$ cat config.mk
export PLATFORM = sky130hd
export DESIGN_NAME = alu_sequencer
export DESIGN_NICKNAME = d
export VERILOG_FILES = /design/src/rtl/alu_pkg.sv /design/src/rtl/alu_op_map.sv /design/src/rtl/alu_sequencer.sv
export SDC_FILE = /design/constraint.sdc
export NUM_CORES = 1
export LEC_CHECK = 0
export CAP_MARGIN = 20
export CORE_AREA = 5 5 114 137
export CTS_BUF_LIST = sky130_fd_sc_hd__clkbuf_4
export DETAILED_ROUTE_END_ITERATION = 16
export DIE_AREA = 0 0 119 142
export DONT_BUFFER_PORTS = 1
export SYNTH_ARGS = -nofsm -noshare
export SYNTH_HDL_FRONTEND = slang
export SYNTH_SLANG_ARGS = --single-unit
$ cat constraint.sdc
create_clock -name clk -period 3.87 [get_ports clk]
set_input_delay 0.774 -clock clk [delete_from_list [all_inputs] [get_ports clk]]
set_output_delay 0.774 -clock clk [all_outputs]
set_load 0.02 [all_outputs]
$ cat src/rtl/alu_pkg.sv
// Shared encodings for the ALU sequencer: request op codes, ALU control codes
// and the sequencer FSM state encoding.
package alu_pkg;

    localparam int ALU_WIDTH = 32;

    typedef enum logic [2:0] {
        REQ_ADD = 3'd0,
        REQ_SUB = 3'd1,
        REQ_AND = 3'd2,
        REQ_OR  = 3'd3,
        REQ_XOR = 3'd4,
        REQ_SLT = 3'd5
    } req_op_e;

    typedef enum logic [3:0] {
        ALU_AND = 4'b0000,
        ALU_OR  = 4'b0001,
        ALU_ADD = 4'b0010,
        ALU_SUB = 4'b0011,
        ALU_XOR = 4'b0100,
        ALU_SLT = 4'b0111
    } alu_op_e;

    typedef enum logic [1:0] {
        ST_IDLE    = 2'd0,
        ST_DRIVE   = 2'd1,
        ST_CAPTURE = 2'd2,
        ST_RESP    = 2'd3
    } state_e;

endpackage

$ cat src/rtl/alu_op_map.sv
// Combinational translation of requester op codes into ALU control codes;
// unknown codes fall back to ADD and raise err.
module alu_op_map
    import alu_pkg::*;
(
    input  logic [2:0] req_op,
    output logic [3:0] alu_op,
    output logic       err
);

    // Op-code translation table
    always_comb begin
        alu_op = ALU_ADD;
        err    = 1'b0;
        case (req_op)
            REQ_ADD: alu_op = ALU_ADD;
            REQ_SUB: alu_op = ALU_SUB;
            REQ_AND: alu_op = ALU_AND;
            REQ_OR:  alu_op = ALU_OR;
            REQ_XOR: alu_op = ALU_XOR;
            REQ_SLT: alu_op = ALU_SLT;
            default: begin
                alu_op = ALU_ADD;
                err    = 1'b1;
            end
        endcase
    end

endmodule

$ cat src/rtl/alu_sequencer.sv
// Sequences one operation at a time through an external ALU:
// accept -> drive operands -> capture result -> hold response until taken.
module alu_sequencer
    import alu_pkg::*;
#(
    parameter int WIDTH = 32  // only 32 is supported
) (
    input  logic             clk,
    input  logic             rst_n,
    input  logic             req_valid,
    output logic             req_ready,
    input  logic [2:0]       req_op,
    input  logic [WIDTH-1:0] req_a,
    input  logic [WIDTH-1:0] req_b,
    output logic [WIDTH-1:0] alu_data1,
    output logic [WIDTH-1:0] alu_data2,
    output logic [3:0]       alu_op,
    input  logic [WIDTH-1:0] alu_result,
    input  logic             alu_zero,
    input  logic             alu_lt,
    input  logic             alu_gt,
    output logic             rsp_valid,
    input  logic             rsp_ready,
    output logic [WIDTH-1:0] rsp_result,
    output logic             rsp_zero,
    output logic             rsp_lt,
    output logic             rsp_gt,
    output logic             rsp_err,
    output logic [15:0]      op_count
);

    state_e      state_r;
    state_e      next_state_s;
    logic [3:0]  map_op_s;
    logic        map_err_s;
    logic        err_pending_r;
    logic [15:0] op_count_r;
    logic        accept_s;
    logic        rsp_done_s;

    // alu_lt/alu_gt are stale when the operands are equal, so flags are
    // derived locally from the registered operands instead.
    logic        unused_flags_s;
    assign unused_flags_s = alu_lt ^ alu_gt;

    assign accept_s   = req_valid & req_ready;
    assign rsp_done_s = (state_r == ST_RESP) & rsp_ready;
    assign op_count   = op_count_r;

    alu_op_map u_op_map (
        .req_op (req_op),
        .alu_op (map_op_s),
        .err    (map_err_s)
    );

    // Next-state logic
    always_comb begin
        next_state_s = state_r;
        case (state_r)
            ST_IDLE: begin
                if (accept_s) begin
                    next_state_s = ST_DRIVE;
                end else begin
                    next_state_s = ST_IDLE;
                end
            end
            ST_DRIVE:   next_state_s = ST_CAPTURE;
            ST_CAPTURE: next_state_s = ST_RESP;
            ST_RESP: begin
                if (rsp_ready) begin
                    next_state_s = ST_IDLE;
                end else begin
                    next_state_s = ST_RESP;
                end
            end
            default:    next_state_s = ST_IDLE;
        endcase
    end

    // State register with registered handshake outputs decoded from next state
    always_ff @(posedge clk or negedge rst_n) begin
        if (!rst_n) begin
            state_r   <= ST_IDLE;
            req_ready <= 1'b1;
            rsp_valid <= 1'b0;
        end else begin
            state_r   <= next_state_s;
            req_ready <= (next_state_s == ST_IDLE);
            rsp_valid <= (next_state_s == ST_RESP);
        end
    end

    // Operand and op-code registers, loaded only on acceptance
    always_ff @(posedge clk or negedge rst_n) begin
        if (!rst_n) begin
            alu_data1     <= {WIDTH{1'b0}};
            alu_data2     <= {WIDTH{1'b0}};
            alu_op        <= ALU_ADD;
            err_pending_r <= 1'b0;
        end else if (accept_s) begin
            alu_data1     <= req_a;
            alu_data2     <= req_b;
            alu_op        <= map_op_s;
            err_pending_r <= map_err_s;
        end
    end

    // Response capture, held through RESP until the next capture
    always_ff @(posedge clk or negedge rst_n) begin
        if (!rst_n) begin
            rsp_result <= {WIDTH{1'b0}};
            rsp_zero   <= 1'b0;
            rsp_lt     <= 1'b0;
            rsp_gt     <= 1'b0;
            rsp_err    <= 1'b0;
        end else if (state_r == ST_CAPTURE) begin
            rsp_result <= alu_result;
            rsp_zero   <= alu_zero;
            rsp_lt     <= (alu_data1 < alu_data2);
            rsp_gt     <= (alu_data1 > alu_data2);
            rsp_err    <= err_pending_r;
        end
    end

    // Completed-response counter, wraps naturally at 16 bits
    always_ff @(posedge clk or negedge rst_n) begin
        if (!rst_n) begin
            op_count_r <= 16'd0;
        end else if (rsp_done_s) begin
            op_count_r <= op_count_r + 16'd1;
        end
    end

endmodule

**Word level (Yosys, flattened, before mapping)**

Cells that the tools add are included.

- Bitwise gates (word level): 2
- Equal/unequal tests: 9
- Magnitude comparators: 2
- Reductions and logical operators: 4
- Muxes and demuxes: 5
- Add/subtract/negate cells: 1

Operator list:

| kind | count |
|---|---|
| greater-than comparator 32 bit | 1 |
| less-than comparator 32 bit | 1 |
| adder 16 x 1 -> 16 bit (second input constant) | 1 |
| case mux 3 bit (5 select lines) | 1 |
| case mux 2 bit (4 select lines) | 1 |
| equality test 2 bit (second input constant) | 3 |
| equality test 3 x 2 -> 1 bit (second input constant) | 2 |
| equality test 3 bit (second input constant) | 2 |
| OR reduction 6 bit | 1 |
| zero test 2 bit | 2 |
| equality test 3 x 1 -> 1 bit (second input constant) | 1 |
| zero test 3 bit | 1 |
| bitwise AND 1 bit | 2 |
| equality test 2 x 1 -> 1 bit (second input constant) | 1 |
| two-way mux 1 bit | 2 |
| two-way mux 2 bit | 1 |

- Input port bits: 106
- Word-level logic and storage cells: 36
- Register bits: 125
- Output and inout bits: 122

**Depth between registers and ports, before layout**

- Depth after elaboration: 4
- Mapped depth: 7
- Gate-level depth less buffers: 7

**By module**

A second synthesis with hierarchy kept.

- Cell total of the unflattened synthesis: 418
- Area total of the unflattened synthesis: 5597.9 um^2

By module, submodules not included:

| module | area each (um^2) | seq. area each (um^2) | instances | cells an instance |
|---|---|---|---|---|
| alu_sequencer | 5549.1 | 3130.5 | 1 | 411 |
| alu_op_map | 48.8 | 0.0 | 1 | 7 |

**Worst setup path after synthesis**

No wires, ideal clock.

- Kind: flip-flop to flip-flop
- From: register alu_data2[14]
- To: register rsp_gt
- Path buffers: 0
- Stages on the path, launching flop included: 8
- Arrival time: 1.779 ns
- Clock period less this slack: 1.898 ns
- Setup time: 0.119 ns
- Data required time: 3.751 ns
- Path slack: 1.972 ns
- Cell sequence: dfrtp_1 inv_1 ha_1 a21oi_2 nand2_1 a221o_1 o31a_1 o21ba_1

- Word-level cells in the longest chain between the ends: 1

RTL lines:

| element | line | source |
|---|---|---|
| from (decl) | alu_sequencer.sv:16 | `output logic [WIDTH-1:0] alu_data2,` |
| from (signal assigned) | alu_sequencer.sv:97 | `alu_data2 <= {WIDTH{1'b0}};` |
| from (signal assigned) | alu_sequencer.sv:102 | `alu_data2 <= req_b;` |
| greater-than comparator 32 bit | alu_sequencer.sv:120 | `rsp_gt <= (alu_data1 > alu_data2);` |
| to (signal assigned) | alu_sequencer.sv:120 |  |
| to (decl) | alu_sequencer.sv:27 | `output logic rsp_gt,` |

Every way passes these cells.
A chain may end at the register's enable or synchronous reset.

**Final worst setup path**

- From: register alu_data2[27]
- To: register rsp_gt

Same word-level chain as after synthesis.

==> flow_summary_export.csv <==
group,metric,value,unit
sta,post-route-min-period,2.25,ns
synthesis,synthCells,419,
run,maxCapViolCount,0,
detailed_routing,drt-initial-drc-count,111,
global_route,antenna_found_initial,1,
clock_tree,cts_buffers,17,
floorplan,start_util,39.0,%
detailed_routing,antenna_left,0,
synthesis,synth-adder-area-share,7.47,%
synthesis,yosys-mux-area-fraction,20.2,%
synthesis,syn_area,5520,um^2
sta,setup_viol,0,
worst_setup_path,worstPathArrival,2.67,ns
clock_tree,clk_path_buf_depth,2,
synthesis,synth_edf_count,0,
synthesis,ys_ff_latch,124,
floorplan,fp.dieArea,16900,um^2
synthesis,synth_compound_area_share,3.85,%
clock_tree,path_clk_slew,0.11,ns
power_and_ir_drop,power.leakage,2.76,nW
synthesis,synth_nets,558,
global_route,grt_first_pass_wirelength,19200,um
placed_design,post_dp_cell_area,5680,um^2
sta,fmax,0.445,GHz
floorplan,die_h,142,um
clock_tree,htree_levels,4,
sta,setup_ws,1.62,ns
global_route,grt_use_total,14.6,%
clock_tree,post_cts_buffers,0,
final_layout,final_area,6010,um^2
synthesis,yosysUniqueCellTypes,40,
synthesis,yosys_warnings,0,
power_and_ir_drop,pwr_density_cell,973,nW/um^2
detailed_routing,avgRoutedWirePerCell,19.8,um
synthesis,synth_top_family_by_area,"multiplexers",
final_layout,n_fill_cell,1351,
final_layout,areaGrowthSynthToFinish,8.77,%
detailed_routing,dr.pass1.iters,5,
clock_tree,clock_latency,0.52,ns
synthesis,seq_area_frac_synth,56.2,%
synthesis,yosysTopAreaCell,"dfrtp_1",
synthesis,synth_top_area_share,55.3,%
synthesis,yosys.area_share.simple,6.07,%
placed_design,port_buffers,0,
sta,drv_slew,0,
sta,maxSlewHeadroom,35.9,%
floorplan,chipWidth,119,um
floorplan,std_cell_rows,48,
final_layout,drive_gt1_share,31.6,%
synthesis,synth-xor-area-share,2.38,%
synthesis,synthFlopType,"dfrtp_1",
worst_setup_path,critPathRequiredTime,4.29,ns
detailed_routing,wl,12200,um
sta,fin_setup_tns,0,ns
sta,hold-worst-slack,0.0978,ns
min_path,hold_class,"primary input to asynchronous set/reset pin",
worst_setup_path,setup.worst_path.end_class,"flop",
global_route,grt_max_degree,123,
power_and_ir_drop,ir_drop,0.000442,V
global_route,grt_overflow,0,
final_layout,final_nets,566,
worst_setup_path,worstPathMaxFanout,3,
synthesis,async_flop_share,100,%
placed_design,place_ws,1.62,ns
clock_tree,cts_root_buf,"clkbuf_4",
worst_setup_path,start_kind,"flop",
floorplan,core,14200,um^2
sta,period_share,58.1,%
sta,fin_skew,0.0187,ns
sta,worstMarginPinSlew,0.962,ns
status,status,"completed",
detailed_routing,dr_total_vias,3229,
synthesis,synthTopCellsByArea,"dfrtp_1 (55%), mux2_2 (20%), ha_1 (7.5%)",
detailed_routing,drc_errors,0,
worst_setup_path,criticalPathCategory,"flop to flop",
clock_tree,cts_tree,"yes",
placed_design,place_congestion,0.724,
placed_design,dp_hpwl,9000,um
synthesis,synth.avg_cell_area,13.2,um^2
detailed_routing,via_per_inst,5.24,
floorplan,num_io_pins,228,
power_and_ir_drop,total_power,0.00585,W
sta,rsz0062_at_grt,"no",
clock_tree,clock-sinks,124,
sta,finalHoldViolations,0,
global_route,grt_pass1_vias,3484,
-- routing by layer --
metal  global-route usage, %  share of wire (%)
met5                       0                  0
met1                    15.5                 36
met4                    6.83                2.3
met3                    7.00                8.7
met2                    24.5                 53
-- final timing paths --
path | endpoint | depth (start not counted) | slack [ns] | start
max | rsp_gt$_DFFE_PN0N_ | 7 | 1.62 | alu_data2[27]$_DFFE_PN0P_
min | req_ready$_DFF_PN1_ | 0 | 0.1 | rst_n
max reg2reg | rsp_gt$_DFFE_PN0N_ | 7 | 1.62 | alu_data2[27]$_DFFE_PN0P_
min reg2reg | err_pending_r$_DFFE_PN0P_ | 2 | 0.49 | err_pending_r$_DFFE_PN0P_
max in group asynchronous | alu_op[1]$_DFFE_PN1P_ | 1 | 3.17 | rst_n
min in group clk | rsp_valid$_DFF_PN0_ | 1 | 0.37 | rsp_ready
-- cell usage in the layout, fill, tap and decap left out, types with 2 or more instances in the layout --
cell type / count
a21oi_1: 15
and3_1: 2
bufinv_16: 3
clkbuf_4: 18
clkinv_1: 3
clkinv_2: 4
clkinvlp_4: 3
dfrtp_1: 122
dfstp_2: 2
ha_1: 33
inv_1: 36
mux2_2: 99
nand2_1: 19
nand2b_1: 2
nand3_1: 8
nand4_1: 9
nor2_1: 10
nor3_1: 3
o21ai_0: 9
xnor2_1: 9
xor2_1: 6
-- where the power goes --
group          switching (W)  internal [W]
Combinational       0.000780      0.000923
Sequential           0.00132       0.00190
Clock               0.000479      0.000444
-- cell families (layout without fill, tap and decap cells) --
| kind of cell | count (synthesis) | in the layout |
|---|---|---|
| flip-flops | 124 | 124 |
| other | 1 | 2 |
| buffers and inverters | 49 | 70 |
| AO/OA/AOI/OAI | 35 | 35 |
| AND/OR/NAND/NOR | 63 | 63 |
| multiplexers | 99 | 99 |
| XOR/XNOR | 15 | 15 |
| adder cells (fa/ha/maj) | 33 | 33 |
-- what timing repair did --
| action | 4_1_cts | 5_1_grt |
|---|---|---|
| resized for setup | 0 | 0 |
| hold buffers | 1 | 1 |
| setup endpoints to repair | 0 | 0 |
| hold endpoints to repair | 122 | 1 |
-- flip-flops by register name, summed over array words and instances (netlist names) --
name           count
alu_op             3
rsp_zero           1
req_ready          1
state_r            2
rsp_gt             1
rsp_valid          1
op_count          16
alu_data2         32
rsp_lt             1
rsp_result        32
alu_data1         32
err_pending_r      1
rsp_err            1
-- cell usage after synthesis, drive strengths merged (2+ instances only) --
cell type / n
inv: 36
xnor2: 9
nand2b: 3
a21oi: 16
ha: 33
mux2: 99
nand3: 8
nor2: 10
o21ai: 10
nor4: 2
and3: 2
dfrtp: 122
nor3: 3
buf: 12
xor2: 6
nand2: 20
dfstp: 2
nand4: 11
-- worst max-delay path, stage by stage (launching register included) --
cell and delay, ns:
dfrtp_1 0.50, inv_1 0.07, ha_1 0.31, nand4_1 0.20, nor4_1 0.58, a31oi_1 0.18, a21oi_1 0.14, o21ba_1 0.16
-- stage by stage --
step	instances	utilization [%]
after floorplan	419	-
after global placement	581	40.1
after detailed placement	581	40.1
after CTS	614	42.3
after global routing	616	42.4
final	616	42.4
-- cell type report --
class | count | area (um^2) | area share (%)
clock buffer | 18 | 135 | 2.25
clock inverter | 14 | 153 | 2.54
timing repair buffer | 2 | 37.5 | 0.625
inverter | 36 | 135 | 2.25
antenna | 1 | 2.50 | 0.0416
sequential | 124 | 3110 | 51.7
tap | 175 | 219 | 3.64
multi-input combinational | 246 | 2220 | 37.0
Note: power is estimated with default switching activity, not from simulation.
